`config.mk`:
```
export PLATFORM = sky130hd
export DESIGN_NAME = vmem_arbiter
export DESIGN_NICKNAME = d
export VERILOG_FILES = /design/src/rtl/vmem_arb_pkg.sv /design/src/rtl/vmem_arb_id_fifo.sv /design/src/rtl/vmem_arbiter.sv
export SDC_FILE = /design/constraint.sdc
export NUM_CORES = 1
export LEC_CHECK = 0
export CAP_MARGIN = 10
export CORE_AREA = 3 3 312 314
export CTS_CLUSTER_DIAMETER = 30
export DETAILED_ROUTE_END_ITERATION = 8
export DIE_AREA = 0 0 315 317
export GPL_TIMING_DRIVEN = 0
export PLACE_DENSITY_LB_ADDON = 0.12
export SLEW_MARGIN = 20
export SYNTH_ARGS = -nofsm -noshare
export SYNTH_HDL_FRONTEND = slang
export SYNTH_SLANG_ARGS = --single-unit
```
`constraint.sdc`:
```
create_clock -name clk_i -period 3.1 [get_ports clk_i]
set_clock_uncertainty 0.1 [all_clocks]
set_input_delay 0.62 -clock clk_i [delete_from_list [all_inputs] [get_ports clk_i]]
set_output_delay 0.62 -clock clk_i [all_outputs]
set_load 0.005 [all_outputs]
```
`src/rtl/vmem_arb_pkg.sv`:
```
// rtl/vmem_arb_pkg.sv - shared types, constants and round-robin pick for the vmem arbiter
package vmem_arb_pkg;

    localparam int ARB_NREQ    = 2;
    localparam int VMEM_ADDR_W = 32;

    typedef logic [$clog2(ARB_NREQ)-1:0] req_idx_t;

    typedef enum logic {
        ARB_OPEN,
        ARB_LOCKED
    } arb_state_e;

    // Scans downward so the final assignment is the nearest requester at or above prio.
    function automatic logic [1:0] rr_pick(input logic [3:0] req, input logic [1:0] prio,
                                           input int nreq);
        logic [1:0] pick;
        int         idx;
        pick = prio;
        for (int i = 3; i >= 0; i--) begin
            if (i < nreq) begin
                idx = (int'(prio) + i) % nreq;
                if (req[idx[1:0]]) pick = idx[1:0];
            end
        end
        return pick;
    endfunction

endpackage

```
`src/rtl/vmem_arb_id_fifo.sv`:
```
// rtl/vmem_arb_id_fifo.sv - in-order FIFO of requester indices for granted transactions
module vmem_arb_id_fifo #(
    parameter int DEPTH = 4,
    parameter int W     = 1
) (
    input  logic                     clk,
    input  logic                     rst,
    input  logic                     push,
    input  logic [W-1:0]             din,
    input  logic                     pop,
    output logic [W-1:0]             dout,
    output logic                     full,
    output logic                     empty,
    output logic [$clog2(DEPTH):0]   count
);

    localparam int PW = $clog2(DEPTH);
    localparam int CW = PW + 1;

    logic [W-1:0]  mem [DEPTH];
    logic [PW-1:0] wptr;
    logic [PW-1:0] rptr;
    logic          do_push;
    logic          do_pop;

    assign full    = (count == CW'(DEPTH));
    assign empty   = (count == '0);
    assign do_push = push && !full;
    assign do_pop  = pop && !empty;
    assign dout    = mem[rptr];

    // DEPTH is a power of two, so pointers wrap by natural overflow.
    always_ff @(posedge clk or posedge rst) begin
        if (rst) begin
            wptr  <= '0;
            rptr  <= '0;
            count <= '0;
        end else begin
            if (do_push) wptr <= wptr + PW'(1);
            if (do_pop)  rptr <= rptr + PW'(1);
            case ({do_push, do_pop})
                2'b10:   count <= count + CW'(1);
                2'b01:   count <= count - CW'(1);
                default: count <= count;
            endcase
        end
    end

    always_ff @(posedge clk) begin
        if (do_push) mem[wptr] <= din;
    end

endmodule

```
`src/rtl/vmem_arbiter.sv`:
```
// rtl/vmem_arbiter.sv - round-robin sharing of one in-order vector-memory port among requesters
module vmem_arbiter
    import vmem_arb_pkg::*;
#(
    parameter int NREQ      = 2,
    parameter int VMEM_W    = 128,
    parameter int MAX_OUTST = 4
) (
    input  logic                           clk_i,
    input  logic                           rst_i,
    input  logic [NREQ-1:0]                req_i,
    output logic [NREQ-1:0]                gnt_o,
    input  logic [NREQ*32-1:0]             addr_i,
    input  logic [NREQ-1:0]                we_i,
    input  logic [NREQ*VMEM_W/8-1:0]       be_i,
    input  logic [NREQ*VMEM_W-1:0]         wdata_i,
    output logic [NREQ-1:0]                rvalid_o,
    output logic [VMEM_W-1:0]              rdata_o,
    output logic                           err_o,
    output logic                           mem_req_o,
    input  logic                           mem_gnt_i,
    output logic [31:0]                    mem_addr_o,
    output logic                           mem_we_o,
    output logic [VMEM_W/8-1:0]            mem_be_o,
    output logic [VMEM_W-1:0]              mem_wdata_o,
    input  logic                           mem_rvalid_i,
    input  logic [VMEM_W-1:0]              mem_rdata_i,
    input  logic                           mem_err_i,
    output logic [$clog2(MAX_OUTST):0]     outst_o,
    output logic                           idle_o,
    output logic                           proto_err_o
);

    localparam int IW = (NREQ > 1) ? $clog2(NREQ) : 1;
    localparam int BW = VMEM_W / 8;

    arb_state_e    state_q, state_d;
    logic [IW-1:0] lock_q, lock_d;
    logic [IW-1:0] prio_q, prio_d;
    logic [IW-1:0] sel;
    logic [IW-1:0] head;
    logic          full;
    logic          empty;
    logic          grant;
    logic          pop;
    logic          proto_q;

    assign sel = (state_q == ARB_LOCKED) ? lock_q
                                         : IW'(rr_pick(4'(req_i), 2'(prio_q), NREQ));

    // A locked requester is still holding its request, so lock alone keeps mem_req up.
    assign mem_req_o = !full && ((state_q == ARB_LOCKED) || (|req_i));
    assign grant     = mem_req_o && mem_gnt_i;
    assign pop       = mem_rvalid_i && !empty;

    assign mem_addr_o  = addr_i[int'(sel)*VMEM_ADDR_W +: VMEM_ADDR_W];
    assign mem_we_o    = we_i[sel];
    assign mem_be_o    = be_i[int'(sel)*BW +: BW];
    assign mem_wdata_o = wdata_i[int'(sel)*VMEM_W +: VMEM_W];

    assign rdata_o     = mem_rdata_i;
    assign err_o       = mem_err_i;
    assign proto_err_o = proto_q;
    assign idle_o      = (outst_o == '0) && !(|req_i);

    always_comb begin
        gnt_o    = '0;
        rvalid_o = '0;
        if (grant) gnt_o[sel]    = 1'b1;
        if (pop)   rvalid_o[head] = 1'b1;
    end

    always_comb begin
        state_d = state_q;
        lock_d  = lock_q;
        prio_d  = prio_q;
        if (grant) begin
            state_d = ARB_OPEN;
            prio_d  = (int'(sel) == NREQ - 1) ? '0 : sel + IW'(1);
        end else if (mem_req_o) begin
            state_d = ARB_LOCKED;
            lock_d  = sel;
        end
    end

    always_ff @(posedge clk_i or posedge rst_i) begin
        if (rst_i) begin
            state_q <= ARB_OPEN;
            lock_q  <= '0;
            prio_q  <= '0;
            proto_q <= 1'b0;
        end else begin
            state_q <= state_d;
            lock_q  <= lock_d;
            prio_q  <= prio_d;
            if (mem_rvalid_i && empty) proto_q <= 1'b1;
        end
    end

    vmem_arb_id_fifo #(
        .DEPTH (MAX_OUTST),
        .W     (IW)
    ) u_id_fifo (
        .clk   (clk_i),
        .rst   (rst_i),
        .push  (grant),
        .din   (sel),
        .pop   (pop),
        .dout  (head),
        .full  (full),
        .empty (empty),
        .count (outst_o)
    );

endmodule
```
==> load_flow_metrics.sql, run 1 <==
INSERT INTO impl_metrics (metric_group, metric, value, unit) VALUES
('global_routing', 'overflow', '0', ''),
('clock_tree', 'cts_root_buffer', 'sky130_fd_sc_hd__clkbuf_16', ''),
('global_routing', 'via_count_of_the_first_global_routing_pass', '6151', ''),
('sta', 'grt_setup_unrepaired', 'yes', ''),
('drt', 'drt_wl_total', '39.3', 'mm'),
('drt', 'detailedRoute.firstPassIterationCount', '4', ''),
('sta', 'final.period_utilization', '101', '%'),
('logic_synthesis', 'synth_top_cell_by_area', 'sky130_fd_sc_hd__mux2_4', ''),
('logic_synthesis', 'ys.warnings.count', '0', ''),
('sta', 'achievable-frequency', '321', 'MHz'),
('clock_tree', 'tritoncts', 'built', ''),
('logic_synthesis', 'mappedNetlistNets', '888', ''),
('sta', 'slew_violations', '0', ''),
('sta', 'worst_tran_pin_value', '536', 'ps'),
('setup_path', 'worstPathMaxFanout', '6', ''),
('global_routing', 'largest_net_degree_at_the_start_of_global_routing', '12', ''),
('sta', 'slew-limit-headroom', '64.2', '%'),
('clock_tree', 'clk_path_buf_depth', '2', ''),
('power', 'leakagePower', '5.58', 'nW'),
('drt', 'detail_route.drc_violations', '0', ''),
('sta', 'layout_setup_ws', '-17.7', 'ps'),
('floorplanning', 'die_y', '317', 'um'),
('logic_synthesis', 'synth_ff_type', 'sky130_fd_sc_hd__dfrtp_1', ''),
('global_routing', 'wire_length_of_the_first_global_routing_pass', '49.7', 'mm'),
('finish', 'drive_gt1_share', '42.0', '%'),
('drt', 'route.detailed.vias_per_inst', '2.38', ''),
('sta', 'hold_slack', '387', 'ps'),
('clock_tree', 'cts.reportedPaths.clkPinSlew', '50', 'ps'),
('sta', 'fin_setup_tns', '-22.7', 'ps'),
('sta', 'final_setup_vio_count', '3', ''),
('placed_design', 'buffer_ports.inserted', '675', ''),
('logic_synthesis', 'netlist-cell-type-count', '25', ''),
('logic_synthesis', 'yosysSeqAreaShare', '9.27', '%'),
('logic_synthesis', 'dominant_cell_by_count_in_the_synthesized_netlist', 'sky130_fd_sc_hd__buf_4', ''),
('floorplanning', 'floorplan.core_area', '94900', 'sq um'),
('clock_tree', 'cts-buffers-inserted', '3', ''),
('logic_synthesis', 'mean_area_per_synthesized_cell', '10.9', 'sq um'),
('floorplanning', 'io_pins', '805', ''),
('floorplanning', 'die_width', '315', 'um'),
('clock_tree', 'hold_buffers', '0', ''),
('clock_tree', 'cts_sinks', '15', ''),
('logic_synthesis', 'synth-async-reset-ratio', '73.3', '%'),
('finish', 'final_nets', '1621', ''),
('logic_synthesis', 'postSynthRegisterBits', '15', ''),
('setup_path', 'setup.worst_path.end_class', 'primary output', ''),
('drt', 'initialDrtViolationCount', '155', ''),
('logic_synthesis', 'syn-cell-area', '4270', 'sq um'),
('logic_synthesis', 'ys_top_cells_by_count', 'sky130_fd_sc_hd__buf_4, sky130_fd_sc_hd__mux2_4, sky130_fd_sc_hd__mux2_2', ''),
('finish', 'synthToLayoutAreaGrowth', '211', '%'),
('setup_path', 'critical_path.startpoint_type', 'input port', ''),
('setup_path', 'critPathSlowestCell', 'sky130_fd_sc_hd__o31a_1', ''),
('setup_path', 'max_stage_delay', '300', 'ps'),
('sta', 'timing_hold_violations_final', '0', ''),
('setup_path', 'cp.buffers_inverters', '9', ''),
('hold_path', 'worstHoldPathType', 'register to register', ''),
('status', 'status', 'finished, violations left', ''),
('power', 'worst_ir_drop_vdd', '0.000211', 'V'),
('power', 'power_density', '539', 'nW/um^2'),
('global_routing', 'grt.busiest_layer', 'met2', ''),
('finish', 'final_design_area_no_fill', '13300', 'sq um'),
('logic_synthesis', 'synth.top_cells.by_area', 'sky130_fd_sc_hd__mux2_4, sky130_fd_sc_hd__buf_4, sky130_fd_sc_hd__mux2_2', ''),
('setup_path', 'cp.required', '2380', 'ps'),
('finish', 'post_route_utilization', '14.0', '%'),
('run', 'cap_violations', '0', ''),
('global_routing', 'grt_use_met2', '13.5', '%'),
('placed_design', 'place_congestion', '0.730', ''),
('clock_tree', 'worst_skew_pair.late_latency', '240', 'ps'),
('clock_tree', 'cts.htree.levels', '1', ''),
('placed_design', 'hpwl', '34.8', 'mm'),
('status', 'violations', 'setup timing', ''),
('setup_path', 'cp_top_family', 'buffers and inverters', '');
==> metrics by stage <==
stage,total power (W),setup slack (ps),cells
after floorplan,0.00294,660,393
after global routing,0.00771,-95.7,2390
after detailed placement,0.00605,-1100,2333
after global placement,0.00611,-1100,2333
after CTS,0.00710,-139,2370
final,0.00716,-17.7,2393
==> worst paths after layout <==
path	start	endpoint	slack (ps)	cells after the start
worst max-delay path	req_i[0]	mem_be_o[8]	-20	12
worst min-delay path	u_id_fifo.rptr[1]$_DFFE_PP0P_	u_id_fifo.rptr[1]$_DFFE_PP0P_	390	1
worst max register to register	u_id_fifo.count[0]$_DFFE_PP0P_	u_id_fifo.count[2]$_DFFE_PP0P_	650	10
worst min register to register	u_id_fifo.rptr[1]$_DFFE_PP0P_	u_id_fifo.rptr[1]$_DFFE_PP0P_	390	1
max in group asynchronous	rst_i	prio_q$_DFFE_PP0N_	1920	2
min in group asynchronous	rst_i	state_q$_DFFE_PP0P_	630	2
==> state kept, by name (all words and copies together) (netlist names) <==
signal / count
lock_q: 1
prio_q: 1
proto_err_o: 1
state_q: 1
u_id_fifo.count: 3
u_id_fifo.mem: 4
u_id_fifo.rptr: 2
u_id_fifo.wptr: 2
==> layout make-up <==
class                           instances  area (sq um)
Clock buffer                            4          78.8
Timing Repair Buffer                  730          7120
Sequential cell                        15           395
Multi-Input combinational cell        218          2700
Tap cell                             1265          1580
Fill cell                           10803         81600
Buffer                                147          1340
Antenna cell                            3          7.51
Inverter                               11          47.5
==> worst register-to-register path: cells and delay by family, from the launching register on <==
family                     cells  cell delay, ps
DFF                            1             440
buffers and inverters          2             220
AOI/OAI and AO/OA              1             150
adders and majority gates      2             560
xor gates and xnor gates       2             300
and+or+nand+nor                3             600
==> kinds of logic (layout without fill, tap and decap cells) <==
family                     after synthesis  after routing  share of synthesized area, %
other                                    0              3                             0
DFF                                     15             15                          9.27
adders and majority gates                6              6                          1.94
muxes                                  182            182                          56.9
xor gates and xnor gates                 6              6                          1.23
AOI/OAI and AO/OA                        5              5                         0.822
buffers and inverters                  160            892                          27.6
and+or+nand+nor                         19             19                          2.20
==> repair_timing <==
| action | CTS | global route |
|---|---|---|
| setup buffers | 31 | 20 |
| gates resized for setup | 299 | 153 |
| setup endpoints to repair | 180 | 143 |
| hold endpoints to repair | 0 | 0 |
| pin swaps | 2 | 0 |
| gates cloned | 3 | 1 |
==> where the power goes <==
group          leakage (nW)  switching, W  internal, W
Sequential            0.164     0.0000783     0.000301
Combinational          5.38       0.00231      0.00422
Clock                0.0382     0.0000773     0.000174
==> layer usage <==
| metal | part of all wire [%] | up-vias |
|---|---|---|
| li1 | - | 2701 |
| met1 | 36 | 2634 |
| met2 | 55 | 347 |
| met3 | 9.1 | 8 |
| met4 | 0.33 | 0 |
| met5 | 0 | - |
==> layout by cell type (no fill, tap or decap), drive strengths merged <==
cell and n:
o31a 1, a21oi 2, clkdlybuf4s50 546, clkbuf 41, mux2 180, nor3 2, diode 3, nor2b 1
and2 1, clkinvlp 1, dlymetal6s2s 18, xnor2 4, nor2 6, fa 1, o21bai 1, mux4 1
xor2 2, edfxtp 4, dfrtp 11, clkdlybuf4s15 6, dlygate4sd2 24, inv 10, nand2 3, and3 5
buf 246, mux2i 1, a31o 1, or3 1, ha 5
(Power assumes the default switching activity.)
==> run 2: changes to the inputs <==
--- a/config.mk
+++ b/config.mk
@@ -5,13 +5,12 @@
 export SDC_FILE = /design/constraint.sdc
 export NUM_CORES = 1
 export LEC_CHECK = 0
-export CAP_MARGIN = 10
 export CORE_AREA = 3 3 312 314
 export CTS_CLUSTER_DIAMETER = 30
 export DETAILED_ROUTE_END_ITERATION = 8
 export DIE_AREA = 0 0 315 317
 export GPL_TIMING_DRIVEN = 0
-export PLACE_DENSITY_LB_ADDON = 0.12
+export PLACE_DENSITY = 0.33
 export SLEW_MARGIN = 20
 export SYNTH_ARGS = -nofsm -noshare
 export SYNTH_HDL_FRONTEND = slang
==> run 2 against run 1 <==
The run now ends clean. Register-to-register slack improved by 70 ps. Final area down 2.0%. Setup slack gained 36 ps. Critical path type unchanged.
==> load_flow_metrics.sql, run 2 (synthesis results as in run 1) <==
INSERT INTO impl_metrics (metric_group, metric, value, unit) VALUES
('setup_path', 'timing.setup.critical_path_class', 'input port to primary output', ''),
('global_routing', 'overflow', '0', ''),
('sta', 'final_setup_vio_count', '0', ''),
('status', 'status', 'finished clean', ''),
('global_routing', 'via_count_of_the_first_global_routing_pass', '6113', ''),
('power', 'power.share.sequential', '5.7', '%'),
('floorplanning', 'placement_rows', '113', ''),
('floorplanning', 'die_y', '317', 'um'),
('drt', 'drt_wl_total', '40.9', 'mm'),
('setup_path', 'setup.worst_path.end_class', 'primary output', ''),
('floorplanning', 'die_width', '315', 'um'),
('finish', 'fillerInstances', '10741', ''),
('power', 'total_power', '0.00658', 'W'),
('drt', 'vias', '5652', ''),
('global_routing', 'largest_net_degree_at_the_start_of_global_routing', '12', ''),
('global_routing', 'antenna_found_initial', '17', ''),
('run', 'cap_violations', '0', ''),
('clock_tree', 'cts_sinks', '15', ''),
('power', 'power_switching_share', '35.5', '%'),
('clock_tree', 'cts.reportedPaths.clkPinSlew', '50', 'ps'),
('sta', 'slew_violations', '0', ''),
('global_routing', 'wire_length_of_the_first_global_routing_pass', '50.9', 'mm'),
('power', 'leakagePower', '5.41', 'nW'),
('floorplanning', 'io_pins', '805', ''),
('setup_path', 'arrival', '2360', 'ps'),
('placed_design', 'buffer_ports.inserted', '675', ''),
('power', 'combPwrFrac', '90.5', '%'),
('placed_design', 'placed_cells', '2333', ''),
('finish', 'drive_gt1_share', '35.9', '%'),
('finish', 'largest-register', 'u_id_fifo.mem', ''),
('finish', 'synthToLayoutAreaGrowth', '205', '%'),
('sta', 'timing_hold_violations_final', '0', ''),
('sta', 'final.period_utilization', '99.4', '%'),
('finish', 'layout.cells.most_common', 'sky130_fd_sc_hd__clkdlybuf4s50_1', ''),
('power', 'net-switching-power', '0.00234', 'W'),
('power', 'clkPwrFrac', '3.8', '%'),
('sta', 'grt_setup_unrepaired', 'yes', ''),
('power', 'internal_power', '0.00425', 'W'),
('floorplanning', 'floorplan.core_area', '94900', 'sq um'),
('drt', 'routedWlPerCell', '17.3', 'um'),
('floorplanning', 'initial_utilization', '4.50', '%'),
('clock_tree', 'cts-buffers-inserted', '3', ''),
('sta', 'slew-limit-headroom', '68.8', '%'),
('finish', 'largest_regs', 'u_id_fifo.mem (4), u_id_fifo.count (3)', ''),
('hold_path', 'worstHoldPathType', 'register to register', ''),
('sta', 'worst_tran_pin_value', '467', 'ps'),
('drt', 'detailedRoute.firstPassIterationCount', '4', ''),
('clock_tree', 'hold_buffers', '0', ''),
('floorplanning', 'dieArea', '99900', 'sq um'),
('finish', 'number_of_non_filler_instances_in_the_completed_layout', '2363', ''),
('clock_tree', 'clk_path_buf_depth', '2', ''),
('power', 'worst_ir_drop_vdd', '0.000207', 'V'),
('sta', 'achievable-frequency', '325', 'MHz'),
('clock_tree', 'cts_root_buffer', 'sky130_fd_sc_hd__clkbuf_16', ''),
('placed_design', 'hpwl', '36.9', 'mm'),
('drt', 'detail_route.drc_violations', '0', ''),
('setup_path', 'cp.required', '2380', 'ps'),
('sta', 'fin_crit', '3080', 'ps'),
('setup_path', 'critical_path.startpoint_type', 'input port', ''),
('global_routing', 'grt_usage', '7.34', '%'),
('finish', 'layout.cells.most_common_list', 'sky130_fd_sc_hd__clkdlybuf4s50_1, sky130_fd_sc_hd__buf_4, sky130_fd_sc_hd__mux2_4', ''),
('clock_tree', 'worst_skew_pair.late_latency', '240', 'ps'),
('drt', 'antenna_left', '0', ''),
('finish', 'final_nets', '1587', ''),
('clock_tree', 'tritoncts', 'built', ''),
('drt', 'initialDrtViolationCount', '124', ''),
('clock_tree', 'cts.htree.levels', '1', ''),
('setup_path', 'worstPathMaxFanout', '10', ''),
('finish', 'flip_flop_count_of_the_largest_register_all_copies_and_words_added', '4', ''),
('power', 'power_density', '506', 'nW/um^2'),
('drt', 'route.detailed.vias_per_inst', '2.39', ''),
('placed_design', 'place_congestion', '0.803', ''),
('sta', 'fin_setup_tns', '0', 'ps');
[run 2: changes by cell type in the layout (fill, tap and decap cells not counted), moves of 4 or more]
cell,delta
sky130_fd_sc_hd__buf_6,-22
sky130_fd_sc_hd__buf_4,-24
sky130_fd_sc_hd__dlymetal6s2s_1,-9
sky130_fd_sc_hd__clkdlybuf4s50_1,-34
sky130_fd_sc_hd__buf_8,-4
sky130_fd_sc_hd__clkdlybuf4s15_1,+26
sky130_fd_sc_hd__buf_2,-18
sky130_fd_sc_hd__clkbuf_2,-11
sky130_fd_sc_hd__buf_12,-5
sky130_fd_sc_hd__dlygate4sd2_1,+63
sky130_fd_sc_hd__diode_2,+4
[run 2: per-stage QoR]
| step | area (sq um) | hold slack (ps) | setup WS [ps] | utilization [%] |
|---|---|---|---|---|
| 4_1_cts | 12900 | 392 | -14.2 | 13.6 |
| 2_1_floorplan | 4270 | 353 | 660 | - |
| 5_1_grt | 13000 | 406 | -55.6 | 13.7 |
| 3_3_place_gp | 12600 | 371 | -1090 | 13.3 |
| 6_report | 13000 | 385 | 18.6 | 13.7 |
| 3_5_place_dp | 12600 | 378 | -1080 | 13.3 |
[run 2: cell type report]
type	count	area, sq um	area share [%]
repair buffers	694	6840	52.6
inverters	11	41.3	0.317
plain buffers	149	1360	10.4
flip-flops and latches	15	395	3.04
well taps	1265	1580	12.2
clock inverters	1	5.00	0.0385
diodes	7	17.5	0.135
multi-input cells	218	2700	20.7
clock buffers	3	75.1	0.577
[run 2: path summary, 6_finish.rpt]
kind | startpoint | endpoint | slack, ps | cells after the start
max in group asynchronous | rst_i | u_id_fifo.rptr[0]$_DFFE_PP0P_ | 1970 | 2
worst min register to register | proto_err_o$_DFFE_PP0P_ | proto_err_o$_DFFE_PP0P_ | 380 | 1
worst min-delay path | proto_err_o$_DFFE_PP0P_ | proto_err_o$_DFFE_PP0P_ | 380 | 1
worst max-delay path | req_i[0] | mem_wdata_o[28] | 20 | 8
worst max register to register | u_id_fifo.count[0]$_DFFE_PP0P_ | u_id_fifo.count[2]$_DFFE_PP0P_ | 720 | 10
min in group asynchronous | rst_i | u_id_fifo.count[0]$_DFFE_PP0P_ | 610 | 2
[run 2: worst max-delay path, cell delays in order]
cell                              delay [ps]
sky130_fd_sc_hd__buf_4                   130
sky130_fd_sc_hd__inv_2                    50
sky130_fd_sc_hd__nor2_1                   40
sky130_fd_sc_hd__o31a_2                  370
sky130_fd_sc_hd__buf_12                  180
sky130_fd_sc_hd__buf_8                   160
sky130_fd_sc_hd__mux2_2                  240
sky130_fd_sc_hd__clkdlybuf4s50_1         550
[run 2: power groups by stage]
stage | Combinational [W] | Clock (W) | Sequential (W)
2_1_floorplan | 0.00258 | 0 | 0.000361
3_3_place_gp | 0.00569 | 0 | 0.000376
3_5_place_dp | 0.00563 | 0 | 0.000380
4_1_cts | 0.00599 | 0.000258 | 0.000380
5_1_grt | 0.00641 | 0.000265 | 0.000393
6_report | 0.00596 | 0.000249 | 0.000378
[run 2: what timing repair did]
item	4_1_cts	5_1_grt
hold endpoints to repair	0	0
cloned	3	3
gates resized for setup	264	77
buffers inserted	10	3
endpoints found under the setup margin	179	73
pin swaps	1	0
[run 2: per-layer routing]
layer,wire length [um],global-route usage [%]
met1,15100,8.39
met2,21100,13.3
met3,4160,2.78
met4,490,0.731
met5,64,0
